===== src/rtl/lmsm_pkg.sv =====
// lmsm_pkg: opcode constants, instruction field positions, sequencer state
// encoding and the LW/SW uop packing helper shared by the LM/SM sequencer.
package lmsm_pkg;

    localparam logic [3:0] OP_LM = 4'b0110;
    localparam logic [3:0] OP_SM = 4'b0111;
    localparam logic [3:0] OP_LW = 4'b0100;
    localparam logic [3:0] OP_SW = 4'b0101;

    // Raw instruction fields: [15:12] opcode, [11:9] base reg, [7:0] mask
    localparam int OPC_HI  = 15;
    localparam int OPC_LO  = 12;
    localparam int RA_HI   = 11;
    localparam int RA_LO   = 9;
    localparam int MASK_HI = 7;
    localparam int MASK_LO = 0;

    typedef enum logic [1:0] {
        ST_IDLE  = 2'd0,
        ST_PASS  = 2'd1,
        ST_SPLIT = 2'd2
    } state_t;

    // Mask bit b maps to register 7-b; SM cracks into SW, LM into LW.
    function automatic logic [15:0] uop16(input logic [3:0] op, input logic [2:0] bitpos,
                                          input logic [2:0] base, input logic [5:0] imm);
        logic [3:0] uop_op;
        uop_op = (op == OP_SM) ? OP_SW : OP_LW;
        return {uop_op, 3'd7 - bitpos, base, imm};
    endfunction

endpackage


===== src/rtl/lmsm_uop_sequencer_if.sv =====
// lmsm_uop_sequencer_if: instruction-in / uop-group-out handshake bundle.
// slave = sequencer side, master = fetch buffer + rename side.
interface lmsm_uop_sequencer_if #(
    parameter int N_UOP = 2
);
    logic                   in_valid;
    logic                   in_ready;
    logic [15:0]            in_instr;
    logic [N_UOP-1:0]       out_valid;
    logic [N_UOP-1:0][15:0] out_uop;
    logic                   out_last;
    logic                   out_ready;

    modport slave (
        input  in_valid, in_instr, out_ready,
        output in_ready, out_valid, out_uop, out_last
    );

    modport master (
        output in_valid, in_instr, out_ready,
        input  in_ready, out_valid, out_uop, out_last
    );
endinterface


===== src/rtl/lmsm_find_lowest.sv =====
// lmsm_find_lowest: picks the lowest set bit of an 8-bit register mask.
module lmsm_find_lowest (
    input  logic [7:0] mask,
    output logic [7:0] onehot,
    output logic [2:0] idx,
    output logic       found
);
    // Isolate lowest set bit and encode its position
    always_comb begin
        onehot = mask & (~mask + 8'd1);
        found  = |mask;
        idx    = '0;
        for (int i = 0; i < 8; i++) begin
            if (onehot[i]) idx = 3'(i);
        end
    end
endmodule


===== src/rtl/lmsm_uop_sequencer.sv =====
// lmsm_uop_sequencer: cracks LM/SM into up to N_UOP LW/SW uops per cycle,
// passes any other instruction through on lane 0.
// Optional: define LMSM_STATS_EN to add saturating stat_lmsm/stat_uops/stat_empty.
module lmsm_uop_sequencer
    import lmsm_pkg::*;
#(
    parameter int N_UOP     = 2,
    parameter int IMM_STEP  = 2,
    parameter int START_OFF = 0
) (
    input  logic                 clk,
    input  logic                 rst_n,
    input  logic                 flush,
    lmsm_uop_sequencer_if.slave  bus,
    output logic                 busy
`ifdef LMSM_STATS_EN
    ,
    output logic [31:0]          stat_lmsm,
    output logic [31:0]          stat_uops,
    output logic [15:0]          stat_empty
`endif
);
    state_t                 state_q, state_d;
    logic [7:0]             mask_q, mask_d;     // bits still to be emitted
    logic [7:0]             grp_q, grp_d;       // bits carried by the visible group
    logic [2:0]             base_q, base_d;
    logic [3:0]             op_q, op_d;
    logic [5:0]             off_q, off_d;
    logic [15:0]            instr_q, instr_d;
    logic [N_UOP-1:0]       out_valid_q, out_valid_d;
    logic [N_UOP-1:0][15:0] out_uop_q, out_uop_d;
    logic                   out_last_q, out_last_d;

    logic                   fire, in_ready, accept, in_is_lmsm, in_empty;
    logic [3:0]             grp_cnt;
    logic [N_UOP-1:0]       lane_vld;
    logic [N_UOP-1:0][15:0] lane_uop;
    logic [7:0]             rem_last;

    assign fire       = (|out_valid_q) && bus.out_ready;
    assign in_ready   = !flush && (state_q == ST_IDLE || (fire && out_last_q));
    assign accept     = bus.in_valid && in_ready;
    assign in_is_lmsm = (bus.in_instr[OPC_HI:OPC_LO] == OP_LM) ||
                        (bus.in_instr[OPC_HI:OPC_LO] == OP_SM);
    assign in_empty   = (bus.in_instr[MASK_HI:MASK_LO] == 8'h00);
    assign grp_cnt    = 4'($countones(out_valid_q));

    // Next-state: retire the fired group, then load any accepted instruction
    always_comb begin
        state_d = state_q;
        mask_d  = mask_q;
        base_d  = base_q;
        op_d    = op_q;
        off_d   = off_q;
        instr_d = instr_q;
        if (flush) begin
            state_d = ST_IDLE;
            mask_d  = '0;
            off_d   = '0;
        end else begin
            if (fire) begin
                if (state_q == ST_SPLIT) begin
                    mask_d = mask_q & ~grp_q;
                    off_d  = off_q + 6'(int'(grp_cnt) * IMM_STEP);
                end
                if (out_last_q) state_d = ST_IDLE;
            end
            if (accept) begin
                if (in_is_lmsm) begin
                    if (!in_empty) begin
                        state_d = ST_SPLIT;
                        mask_d  = bus.in_instr[MASK_HI:MASK_LO];
                        base_d  = bus.in_instr[RA_HI:RA_LO];
                        op_d    = bus.in_instr[OPC_HI:OPC_LO];
                        off_d   = 6'(START_OFF);
                    end
                end else begin
                    state_d = ST_PASS;
                    instr_d = bus.in_instr;
                end
            end
        end
    end

    // Cascade of lowest-bit pickers over the next remaining mask, one per lane
    for (genvar j = 0; j < N_UOP; j++) begin : g_lane
        logic [7:0] src, oh, rest;
        logic [2:0] idx;
        logic       found;
        if (j == 0) begin : g_head
            assign src = mask_d;
        end else begin : g_tail
            assign src = g_lane[j-1].rest;
        end
        lmsm_find_lowest u_find (.mask(src), .onehot(oh), .idx(idx), .found(found));
        assign rest        = src & ~oh;
        assign lane_vld[j] = found;
        assign lane_uop[j] = found ? uop16(op_d, idx, base_d, off_d + 6'(j * IMM_STEP)) : 16'h0;
    end
    assign rem_last = g_lane[N_UOP-1].rest;

    // Next output group, decoded from next state so outputs leave a flop
    always_comb begin
        out_valid_d = '0;
        out_uop_d   = '0;
        out_last_d  = 1'b0;
        grp_d       = '0;
        case (state_d)
            ST_PASS: begin
                out_valid_d[0] = 1'b1;
                out_uop_d[0]   = instr_d;
                out_last_d     = 1'b1;
            end
            ST_SPLIT: begin
                out_valid_d = lane_vld;
                out_uop_d   = lane_uop;
                out_last_d  = (rem_last == 8'h00);
                grp_d       = mask_d & ~rem_last;
            end
            default: ;
        endcase
    end

    // FSM state, held instruction context and registered outputs
    always_ff @(posedge clk or negedge rst_n) begin
        if (!rst_n) begin
            state_q     <= ST_IDLE;
            mask_q      <= '0;
            grp_q       <= '0;
            base_q      <= '0;
            op_q        <= '0;
            off_q       <= '0;
            instr_q     <= '0;
            out_valid_q <= '0;
            out_uop_q   <= '0;
            out_last_q  <= 1'b0;
        end else begin
            state_q     <= state_d;
            mask_q      <= mask_d;
            grp_q       <= grp_d;
            base_q      <= base_d;
            op_q        <= op_d;
            off_q       <= off_d;
            instr_q     <= instr_d;
            out_valid_q <= out_valid_d;
            out_uop_q   <= out_uop_d;
            out_last_q  <= out_last_d;
        end
    end

    assign bus.in_ready  = in_ready;
    assign bus.out_valid = out_valid_q;
    assign bus.out_uop   = out_uop_q;
    assign bus.out_last  = out_last_q;
    assign busy          = (state_q != ST_IDLE);

`ifdef LMSM_STATS_EN
    logic [31:0] stat_lmsm_q, stat_lmsm_d;
    logic [31:0] stat_uops_q, stat_uops_d;
    logic [15:0] stat_empty_q, stat_empty_d;
    logic [32:0] uops_sum;

    // Saturating event counters; flushed fires are not counted
    always_comb begin
        stat_lmsm_d  = stat_lmsm_q;
        stat_uops_d  = stat_uops_q;
        stat_empty_d = stat_empty_q;
        uops_sum     = {1'b0, stat_uops_q} + 33'(grp_cnt);
        if (accept && in_is_lmsm && stat_lmsm_q != '1) stat_lmsm_d = stat_lmsm_q + 32'd1;
        if (accept && in_is_lmsm && in_empty && stat_empty_q != '1)
            stat_empty_d = stat_empty_q + 16'd1;
        if (fire && !flush && state_q == ST_SPLIT)
            stat_uops_d = uops_sum[32] ? '1 : uops_sum[31:0];
    end

    // Statistic registers
    always_ff @(posedge clk or negedge rst_n) begin
        if (!rst_n) begin
            stat_lmsm_q  <= '0;
            stat_uops_q  <= '0;
            stat_empty_q <= '0;
        end else begin
            stat_lmsm_q  <= stat_lmsm_d;
            stat_uops_q  <= stat_uops_d;
            stat_empty_q <= stat_empty_d;
        end
    end

    assign stat_lmsm  = stat_lmsm_q;
    assign stat_uops  = stat_uops_q;
    assign stat_empty = stat_empty_q;
`endif

endmodule


===== src/flat_wrapper.sv =====
// flat-port wrapper written by rule: the top's interface ports become plain ports
module lmsm_uop_sequencer_flat import lmsm_pkg::*;
#(
    parameter int N_UOP     = 2,
    parameter int IMM_STEP  = 2,
    parameter int START_OFF = 0
)
  (clk, rst_n, flush, busy, bus_in_valid, bus_in_instr, bus_out_ready, bus_in_ready, bus_out_valid, bus_out_uop, bus_out_last);
  lmsm_uop_sequencer_if #(.N_UOP(N_UOP)) bus_i ();
  input  logic clk;
  input  logic rst_n;
  input  logic flush;
  output logic busy;
  input wire logic [$bits(bus_i.in_valid)-1:0] bus_in_valid;
  input wire logic [$bits(bus_i.in_instr)-1:0] bus_in_instr;
  input wire logic [$bits(bus_i.out_ready)-1:0] bus_out_ready;
  output wire logic [$bits(bus_i.in_ready)-1:0] bus_in_ready;
  output wire logic [$bits(bus_i.out_valid)-1:0] bus_out_valid;
  output wire logic [$bits(bus_i.out_uop)-1:0] bus_out_uop;
  output wire logic [$bits(bus_i.out_last)-1:0] bus_out_last;
  assign bus_i.in_valid = bus_in_valid;
  assign bus_i.in_instr = bus_in_instr;
  assign bus_i.out_ready = bus_out_ready;
  assign bus_in_ready = bus_i.in_ready;
  assign bus_out_valid = bus_i.out_valid;
  assign bus_out_uop = bus_i.out_uop;
  assign bus_out_last = bus_i.out_last;
  lmsm_uop_sequencer #(.N_UOP(N_UOP), .IMM_STEP(IMM_STEP), .START_OFF(START_OFF)) u_core (.clk(clk), .rst_n(rst_n), .flush(flush), .bus(bus_i), .busy(busy));
endmodule

===== config.mk =====
export PLATFORM = sky130hd
export DESIGN_NAME = lmsm_uop_sequencer_flat
export DESIGN_NICKNAME = d
export VERILOG_FILES = /design/src/rtl/lmsm_pkg.sv /design/src/rtl/lmsm_uop_sequencer_if.sv /design/src/rtl/lmsm_find_lowest.sv /design/src/rtl/lmsm_uop_sequencer.sv /design/src/flat_wrapper.sv
export SDC_FILE = /design/constraint.sdc
export NUM_CORES = 1
export LEC_CHECK = 0
export ABC_AREA = 1
export CAP_MARGIN = 20
export CORE_MARGIN = 4
export CORE_UTILIZATION = 35
export CTS_BUF_LIST = sky130_fd_sc_hd__clkbuf_16
export DETAILED_ROUTE_END_ITERATION = 8
export PLACE_DENSITY_LB_ADDON = 0.05
export SLEW_MARGIN = 10
export SYNTH_ARGS = -nofsm -noshare
export SYNTH_HDL_FRONTEND = slang
export SYNTH_SLANG_ARGS = --single-unit

===== constraint.sdc =====
create_clock -name clk -period 5.4 [get_ports clk]
set_input_delay 0.54 -clock clk [delete_from_list [all_inputs] [get_ports clk]]
set_output_delay 0.54 -clock clk [all_outputs]
set_load 0.01 [all_outputs]

==> flow_summary_export.csv, run 1 <==
group,metric,value,unit
clock_tree,post-cts-setup-buffer-count,0,
power,p_seq_frac,0.466,
global_route,grt-ovfl-total,0,
layout,area_growth,25.2,%
route,wl_met3,379,um
yosys,avgSynthCellArea,9.39,um2
power,ir_worst_vdd,0.157,mV
sta,min_period_over_period,0.642,
yosys,synth_top_cell_by_area,"dfrtp_1",
setup_path,reg2reg_depth,18,
yosys,synth_xor_area_frac,0.00928,
clock_tree,clock_path_buffers,2,
yosys,synth_area,0.00377,mm2
clock_tree,htreeDepth,3,
power,clkPwrFrac,0.420,
power,pwr-share-comb,0.115,
floorplan,fp-row-count,37,
power,p_leak,2.35,nW
route,wl_per_cell,14.4,um
layout,stdcell_count,600,
setup_path,max_stage_delay,0.49,ns
setup_path,cp_common_cell,"nand2_1",
route,route.top_layer_used,"met4",
floorplan,die_y,112,um
sta,report.final.slew_viol_count,0,
clock_tree,cts.repair.resized,0,
floorplan,die-width,112,um
layout,drive_gt1_frac,0.183,
clock_tree,cts_tree,"done",
yosys,synth-edff-count,0,
setup_path,r2r_slack,1.95,ns
setup_path,cp-endpoint,"u_core.bus.out_last",
clock_tree,cts.reportedPaths.clkPinSlew,0.06,ns
route,first_iter_violations,79,
min_path,min_path_type,"input pin to async pin",
sta,rsz0062_at_grt,"false",
place,dp_hpwl,6530,um
place,globalplace.congestion,0.783,
setup_path,path_max_fanout,19,
sta,tns,0,ns
yosys,synthArstFlopShare,1.00,
clock_tree,cts_made_buffers,9,
yosys,synth_top_family_by_area,"simple AND/OR/NAND/NOR gates",
yosys,synth_area_leaders,"dfrtp_1 (52%), nand2_1 (8.8%), inv_1 (4.8%), nand2_2 (2.7%), nor2_1 (2.5%)",
route,route.met2.wl,4230,um
global_route,grt_pass1_vias,2746,
floorplan,fp.dieArea,0.0125,mm2
sta,slew_headroom,0.550,
layout,fin_util,0.454,
sta,worst_pin_slew,0.673,ns
floorplan,core_area,0.0104,mm2
route,first_pass_iters,6,
clock_tree,cts_root_buf,"clkbuf_16",
route,finalWirelength,8660,um
global_route,grt_pass1_wl,14300,um
layout,antenna_cells,0,
yosys,yosys.area_share.simple,0.281,
yosys,synth.distinct_cells,39,
yosys,synth.ff_latch_count,79,
yosys,yosysWarnings,0,
yosys,syn_inst,402,
setup_path,worstReg2RegEnd,"u_core.bus.out_last",
clock_tree,hold_buffers,0,
floorplan,start_util,0.362,
clock_tree,clkLatencyLatePin,0.33,ns
setup_path,end_kind,"register",
run_status,status,"completed",
power,p_int,1.05,mW
global_route,grt_max_degree,80,
global_route,antenna_found_initial,0,
route,route.detailed.drc,0,
setup_path,r2r-start,"u_core.bus.out_valid[1]",
job,max_cap_violations,0,
route,vias,2691,
yosys,synth_fa_ha_area_frac,0.0285,
route,met1Wirelength,4010,um
yosys,dominantRegCellSynth,"dfrtp_1",
setup_path,cp.required,5.66,ns
sta,setup-violations-final,0,
yosys,synth.mux.area_fraction,0.00265,
power,switching_share,0.242,
sta,fmax,0.288,GHz
sta,holdWs,0.179,ns
sta,post-route-min-period,3.47,ns
global_route,grtUsageTotal,0.145,
sta,finalHoldViolCount,0,
setup_path,arrival,3.73,ns
setup_path,critPathLaunchType,"input pin",
yosys,synth_compound_area_frac,0.0713,
setup_path,critPathKind,"input pin to register",
yosys,synth.most_common_cell,"nand2_1",
setup_path,critPathSlowestCell,"clkdlybuf4s50_1",
route,via_per_inst,4.49,
yosys,synth_common_cells,"nand2_1 (89), dfrtp_1 (79), inv_1 (48)",
place,numPortBuffers,55,
yosys,synth_seq_area_share,0.524,
layout,fin_nets,488,
setup_path,startpoint,"bus_out_ready",
yosys,yosys.area.top_type_share,0.524,
place,place_inst,583,
setup_path,crit_path_cell_trace,"clkdlybuf4s50_1 > nand3_2 > nand2_1 > nand2_2 > nor2_8 > nand2_1 > a21oi_1 > inv_1 > ha_1 > inv_1 > nand2_1 > a21oi_1 > nand2_1 > nor2_1 > nand3_1 > nand2_1",
floorplan,io_pins,58,
power,power_density,292,mW/mm2
route,drtAntennaViolNets,0,
power,netSwitchingPower,0.335,mW
clock_tree,cts_num_sinks,79,
sta,fin_skew,0.00580,ns
==> cells by family after synthesis <==
| family | Yosys count |
|---|---|
| AOI/OAI and AO/OA | 42 |
| buffers and inverters | 70 |
| DFF | 79 |
| xor gates and xnor gates | 4 |
| muxes | 1 |
| other | 1 |
| adders and majority gates | 8 |
| and+or+nand+nor | 197 |
==> final cells by class <==
class                   instances  area [um2]
clock buffers                   9         225
repair buffers                 56         568
flip-flops and latches         79        1980
clock inverters                 7        65.1
fillers                      1032        5690
multi-input cells             254        1490
inverters                      59         229
well taps                     136         170
==> worst min path at each step <==
stage | startpoint | endpoint | slack (ns) | cells past startpoint
after global routing | rst_n | u_core.op_q[2] | 0.22 | 1
after global placement | u_core.op_q[2] | u_core.op_q[2] | 0.44 | 1
after floorplan | rst_n | u_core.base_q[0] | 0.24 | 0
after CTS | rst_n | u_core.bus.out_uop[28] | 0.42 | 1
final | rst_n | u_core.op_q[3] | 0.18 | 1
after detailed placement | u_core.op_q[1] | u_core.op_q[1] | 0.44 | 1
==> layer usage <==
layer	vias to the layer above	GRT usage
met5	-	0
met4	0	0.0268
met3	2	0.0397
met2	51	0.241
met1	1267	0.192
li1	1371	-
==> flip-flops by register name (all words and copies together), names as in the netlist <==
signal,cells
u_core.bus.out_uop,29
u_core.instr_q,16
u_core.grp_q,8
u_core.mask_q,8
u_core.off_q,6
u_core.op_q,4
u_core.base_q,3
u_core.bus.out_valid,2
u_core.state_q,2
u_core.bus.out_last,1
==> cell usage in the layout, fill, tap and decap left out, types with 4 or more instances in the layout <==
master           synthesis  final
a21oi_1                  9      9
clkbuf_16                0      9
clkdlybuf4s50_1          0     54
dfrtp_1                 79     79
ha_1                     7      7
inv_1                   48     49
inv_2                    7      7
nand2_1                 89     89
nand2_2                 16     16
nand2_4                  5      5
nand3_1                 18     18
nand3_2                  6      6
nor2_1                  25     25
nor2_2                  15     15
nor2_4                   4      4
nor2_8                   4      4
nor3_1                   4      4
o21ai_0                 11     11
o31ai_1                  9      9
or2_2                    6      6
==> power groups by stage <==
stage,clock network [mW],logic (mW),registers [mW]
floorplan,0,0.0965,0.653
global placement,0,0.159,0.654
detailed placement,0,0.159,0.654
CTS,0.596,0.160,0.643
global route,0.621,0.179,0.646
finish,0.580,0.158,0.643
==> per-stage QoR <==
stage               total power [mW]  setup slack [ns]  instance area [um2]
detailed placement             0.813              1.60                 4410
global placement               0.812              1.74                 4410
global route                    1.45              1.59                 4720
CTS                             1.40              1.92                 4700
floorplan                      0.749              2.53                 3780
finish                          1.38              1.93                 4720
==> worst max-delay path, delay by kind of cell <==
| family | cells | cell delay, ns |
|---|---|---|
| buffers and inverters | 3 | 0.70 |
| AO/OA/AOI/OAI | 2 | 0.63 |
| AND/OR/NAND/NOR | 10 | 1.55 |
| adder cells (fa/ha/maj) | 1 | 0.29 |
No activity file was read; power rests on OpenSTA's default activity.
==> run 2: changes to the inputs <==
==> constraint.sdc (replaced) <==
create_clock -name clk -period 3.5 [get_ports clk]
set_input_delay 0.35 -clock clk [delete_from_list [all_inputs] [get_ports clk]]
set_output_delay 0.35 -clock clk [all_outputs]
set_load 0.01 [all_outputs]
==> run 2 against run 1 <==
  * Register-to-register slack got worse by 1.4 ns
  * Clock power grew 61%
  * Flip-flop and latch count is the same
  * Core utilization up 0.36 points
  * Wire length is 4.1% higher
  * Sequential share of layout area is 0.33 points lower
  * Total power increased by 57%
  * Non-clock buffer count rose by 3
  * Global-route usage rose by 0.65 points
==> flow_summary_export.csv, run 2 (synthesis results as in run 1) <==
group,metric,value,unit
route,finalWirelength,9010,um
setup_path,path_buf_inv,4,
layout,final_common_cell,"nand2_1",
floorplan,io_pins,58,
route,first_pass_iters,4,
clock_tree,htreeDepth,3,
power,total_power,2.17,mW
sta,post-route-min-period,2.93,ns
clock_tree,cts.reportedPaths.clkPinSlew,0.06,ns
sta,rsz0062_at_grt,"false",
layout,antenna_cells,0,
place,dp_hpwl,6600,um
setup_path,critPathLaunchType,"register",
sta,slew_headroom,0.628,
floorplan,start_util,0.362,
global_route,grtUsageTotal,0.152,
min_path,min_path_type,"register to register",
floorplan,die-width,112,um
clock_tree,cts_num_sinks,79,
power,ir_worst_vdd,0.300,mV
setup_path,arrival,3.19,ns
sta,tns,0,ns
sta,fmax,0.341,GHz
sta,holdWs,0.452,ns
sta,setup-violations-final,0,
sta,report.final.slew_viol_count,0,
floorplan,core_area,0.0104,mm2
job,max_cap_violations,0,
clock_tree,cts_tree,"done",
floorplan,fp.dieArea,0.0125,mm2
power,p_leak,2.37,nW
clock_tree,cts.repair.resized,0,
layout,fin_nets,491,
global_route,grt_pass1_vias,2731,
global_route,grt-ovfl-total,0,
sta,finalHoldViolCount,0,
run_status,status,"completed",
clock_tree,cts_root_buf,"clkbuf_16",
layout,largest_register_ffs,29,
clock_tree,cts_made_buffers,9,
sta,worst_pin_slew,0.556,ns
setup_path,cp_common_cell,"nand2_1",
route,route.detailed.drc,0,
layout,regArea,0.00198,mm2
route,drtAntennaViolNets,0,
clock_tree,clkLatencyLatePin,0.33,ns
sta,fin_skew,0.00799,ns
global_route,grt_max_degree,80,
layout,layout_common_cells,"nand2_1 (89), dfrtp_1 (79), clkdlybuf4s50_1 (54)",
setup_path,max_stage_delay,0.41,ns
setup_path,path_delay_family,"simple AND/OR/NAND/NOR gates",
layout,multiInputGateArea,0.00149,mm2
route,vias,2748,
place,globalplace.congestion,0.761,
layout,drive_gt1_frac,0.186,
layout,fillers,1035,
clock_tree,clock_path_buffers,2,
setup_path,critPathSlowestCell,"dfrtp_1",
setup_path,crit_path_cell_trace,"inv_1 > ha_1 > inv_1 > nand3_2 > nand2_1 > nand2_2 > nor2_8 > nand2_1 > a21oi_1 > inv_1 > ha_1 > inv_1 > nand2_1 > a21oi_1 > nand2_1 > nor2_1 > nand3_1 > nand2_1",
route,via_per_inst,4.56,
setup_path,path_max_fanout,12,
route,wl_per_cell,14.9,um
place,numPortBuffers,55,
floorplan,die_y,112,um
sta,min_period_over_period,0.837,
power,power_density,456,mW/mm2
global_route,antenna_found_initial,0,
route,first_iter_violations,67,
setup_path,cp.required,3.76,ns
floorplan,fp-row-count,37,
setup_path,end_kind,"register",
setup_path,critPathKind,"register to register",
layout,area_growth,26.2,%
global_route,grt_pass1_wl,14800,um
clock_tree,post-cts-setup-buffer-count,0,
==> run 2: worst paths after layout <==
path,start,to,slack (ns),cells past startpoint
min in group asynchronous,rst_n,u_core.bus.out_uop[28],0.49,2
min reg2reg,u_core.op_q[2],u_core.op_q[2],0.45,1
max in group asynchronous,rst_n,u_core.bus.out_uop[27],2.42,3
max reg2reg,u_core.bus.out_valid[1],u_core.bus.out_last,0.57,18
min,u_core.op_q[2],u_core.op_q[2],0.45,1
max,u_core.bus.out_valid[1],u_core.bus.out_last,0.57,18
==> run 2: worst register-to-register path, delay by kind of cell, from the launching register on <==
family	cells	cell delay, ns
buffers and inverters	4	0.32
AO/OA/AOI/OAI	2	0.48
adder cells (fa/ha/maj)	2	0.50
flip-flops	1	0.41
AND/OR/NAND/NOR	10	1.16
==> run 2: final cells by class <==
cell class | count | area share
sequential | 79 | 0.415
multi-input combinational | 254 | 0.313
timing repair buffer | 59 | 0.126
inverter | 59 | 0.0481
clock buffer | 9 | 0.0473
tap | 136 | 0.0357
clock inverter | 7 | 0.0147
==> run 2: repair_timing <==
item	4_1_cts	5_1_grt
setup endpoints to repair	0	0
hold endpoints to repair	0	29
hold buffers	0	1
==> run 2: where the power goes <==
group          total, mW  switching [mW]  internal [mW]
Combinational      0.247           0.151         0.0961
Sequential         0.993          0.0172          0.976
Clock              0.932           0.379          0.552
Total               2.17           0.548           1.62
==> run 2: per-layer routing <==
layer | track usage | vias to the layer above | share of wire
li1 | - | 1377 | -
met1 | 0.208 | 1315 | 0.48
met2 | 0.237 | 44 | 0.47
met3 | 0.0370 | 12 | 0.037
met4 | 0.0487 | 0 | 0.015
met5 | 0 | - | 0
==> run 2: per-stage QoR <==
stage	worst slack, ns	std cells	util	instance area, um2
2_1_floorplan	0.629	403	-	3780
3_3_place_gp	0.424	585	0.425	4430
3_5_place_dp	0.408	585	0.425	4430
4_1_cts	0.556	601	0.454	4720
5_1_grt	0.287	603	0.457	4760
6_report	0.570	603	0.457	4760
==> run 3: changes to the inputs <==
==> constraint.sdc (replaced) <==
create_clock -name clk -period 2.6 [get_ports clk]
set_input_delay 0.26 -clock clk [delete_from_list [all_inputs] [get_ports clk]]
set_output_delay 0.26 -clock clk [all_outputs]
set_load 0.01 [all_outputs]
==> run 3 against run 2 <==
  * Clock power grew 42%
  * Setup slack lost 0.48 ns
  * Via count up 6.3%
  * Core utilization up 5.1 points
  * Register-to-register slack got worse by 0.48 ns
  * Combinational power rose by 57%
  * Cell count rose by 8.1%
  * Sequential power is 35% higher
  * Die area is the same
  * Global-route usage rose by 0.47 points
  * Non-clock buffer count increased by 48
  * Sequential share of layout area is 4.2 points lower
  * Critical endpoint is now u_core.bus.out_uop[22]
  * Largest cell class unchanged
  * Largest power group unchanged
==> flow_summary_export.csv, run 3 (synthesis results as in run 1) <==
group,metric,value,unit
layout,drive_gt1_frac,0.298,
route,vias,2922,
sta,rsz0062_at_grt,"true",
place,post-place-ws,-0.0528,ns
layout,area_growth,40.3,%
layout,fillers,944,
setup_path,critPathLaunchType,"register",
route,via_per_inst,4.48,
place,numPortBuffers,55,
floorplan,die_y,112,um
setup_path,path_max_fanout,7,
power,pwr-share-comb,0.128,
power,clkPwrFrac,0.433,
power,ir_worst_vdd,0.386,mV
route,first_pass_iters,4,
global_route,grt_pass1_vias,2923,
clock_tree,cts_made_buffers,9,
global_route,grt_pass1_wl,15400,um
sta,finalHoldViolCount,0,
power,p_leak,2.68,nW
clock_tree,clkLatencyLatePin,0.33,ns
place,place_area,0.00475,mm2
global_route,grt_max_degree,80,
min_path,min_path_type,"input pin to async pin",
route,finalWirelength,9670,um
global_route,antenna_found_initial,0,
place,dp_hpwl,7010,um
power,power_density,574,mW/mm2
setup_path,path_buf_inv,3,
setup_path,cp.required,2.81,ns
sta,report.final.slew_viol_count,0,
sta,slew_headroom,0.643,
floorplan,die-width,112,um
sta,fin_skew,0.00831,ns
global_route,grtUsageTotal,0.156,
floorplan,io_pins,58,
setup_path,end_kind,"register",
floorplan,fp.dieArea,0.0125,mm2
sta,final.setup.worst_slack,0.0939,ns
route,wl_per_cell,14.8,um
route,drtAntennaViolNets,0,
sta,fmax,0.399,GHz
power,p_seq_frac,0.439,
job,max_cap_violations,0,
clock_tree,cts_root_buf,"clkbuf_16",
clock_tree,htreeDepth,3,
floorplan,fp-row-count,37,
setup_path,max_stage_delay,0.36,ns
sta,post-route-min-period,2.51,ns
sta,min_period_over_period,0.964,
power,switching_share,0.262,
layout,largest_register_ffs,29,
global_route,grt-ovfl-total,0,
setup_path,cp_common_cell,"nand2_4",
layout,final_area,0.00530,mm2
setup_path,path_delay_family,"simple AND/OR/NAND/NOR gates",
layout,fin_nets,540,
clock_tree,cts_tree,"done",
floorplan,core_area,0.0104,mm2
sta,worst_pin_slew,0.530,ns
power,p_int,2.24,mW
route,first_iter_violations,105,
clock_tree,clock_path_buffers,2,
layout,final_common_cell,"nand2_1",
setup_path,arrival,2.71,ns
floorplan,start_util,0.362,
clock_tree,cts_num_sinks,79,
setup_path,crit_path_cell_trace,"inv_1 > ha_2 > inv_2 > nand3_2 > nand2_2 > nand2_4 > nor2_8 > nand2_8 > nand3_4 > nand2_4 > nor2_8 > nand2_4 > nor2_4 > nor2_4 > nor2_2 > nand3_2 > nand2_4 > buf_12 > nor2_2",
layout,layout_common_cells,"nand2_1 (85), dfrtp_1 (79), clkdlybuf4s50_1 (54)",
layout,antenna_cells,0,
setup_path,critPathKind,"register to register",
sta,setup-violations-final,0,
route,route.detailed.drc,0,
place,globalplace.congestion,0.813,
layout,fin_util,0.508,
setup_path,critPathSlowestCell,"dfrtp_1",
run_status,status,"completed",
power,netSwitchingPower,0.797,mW
clock_tree,cts.reportedPaths.clkPinSlew,0.07,ns
## run 3: cell count changes in the layout (fill, tap and decap cells not counted), sizes merged
cell / before / now
buf: 4 / 51
clkbuf: 9 / 10
clkinv: 3 / 2
clkinvlp: 2 / 0
inv: 60 / 63
nand2: 111 / 112
## run 3: power by group through the flow
| stage | logic [mW] | registers, mW | clock network (mW) |
|---|---|---|---|
| final | 0.389 | 1.34 | 1.32 |
| after global routing | 0.433 | 1.34 | 1.41 |
| after CTS | 0.372 | 1.33 | 1.35 |
| after detailed placement | 0.369 | 1.36 | 0 |
| after global placement | 0.366 | 1.36 | 0 |
| after floorplan | 0.203 | 1.36 | 0 |
## run 3: layout make-up
type | count | area, um2 | share of cell area
multi-input cells | 255 | 1610 | 0.304
flip-flops and latches | 79 | 1980 | 0.373
clock inverters | 7 | 85.1 | 0.0161
repair buffers | 107 | 1000 | 0.189
well taps | 136 | 170 | 0.0321
clock buffers | 9 | 225 | 0.0425
inverters | 59 | 231 | 0.0437
## run 3: routing by layer
layer  global-route usage  wire [um]
met1                0.215       4470
met2                0.249       4740
met3               0.0288        311
met4               0.0527        153
met5                    0          0
## run 3: what timing repair did
| item | 4_1_cts | 5_1_grt |
|---|---|---|
| setup buffers | 0 | 8 |
| resized for setup | 1 | 24 |
| setup endpoints to repair | 1 | 25 |
| hold buffers | 0 | 1 |
| pin swaps | 0 | 11 |
| gates cloned | 0 | 2 |
| endpoints found under the hold margin | 0 | 40 |
## run 3: final timing paths
| path | start | endpoint | slack, ns | cells past startpoint |
|---|---|---|---|---|
| worst max-delay path | u_core.bus.out_valid[1] | u_core.bus.out_uop[22] | 0.09 | 19 |
| worst min-delay path | rst_n | u_core.op_q[3] | 0.44 | 2 |
| worst max register to register | u_core.bus.out_valid[1] | u_core.bus.out_uop[22] | 0.09 | 19 |
| worst min register to register | u_core.op_q[2] | u_core.op_q[2] | 0.46 | 1 |
| max in group asynchronous | rst_n | u_core.instr_q[1] | 1.56 | 3 |
| min in group clk | u_core.op_q[2] | u_core.op_q[2] | 0.46 | 1 |
## run 3: through the flow
| stage | total power, mW | hold WS, ns | TNS, ns | cells |
|---|---|---|---|---|
| 6_report | 3.04 | 0.444 | 0 | 652 |
| 5_1_grt | 3.19 | 0.474 | -1.02 | 652 |
| 4_1_cts | 3.06 | 0.134 | 0 | 640 |
| 3_5_place_dp | 1.73 | 0.440 | -0.0528 | 624 |
| 3_3_place_gp | 1.72 | 0.436 | -0.0682 | 624 |
| 2_1_floorplan | 1.56 | -0.0356 | 0 | 403 |
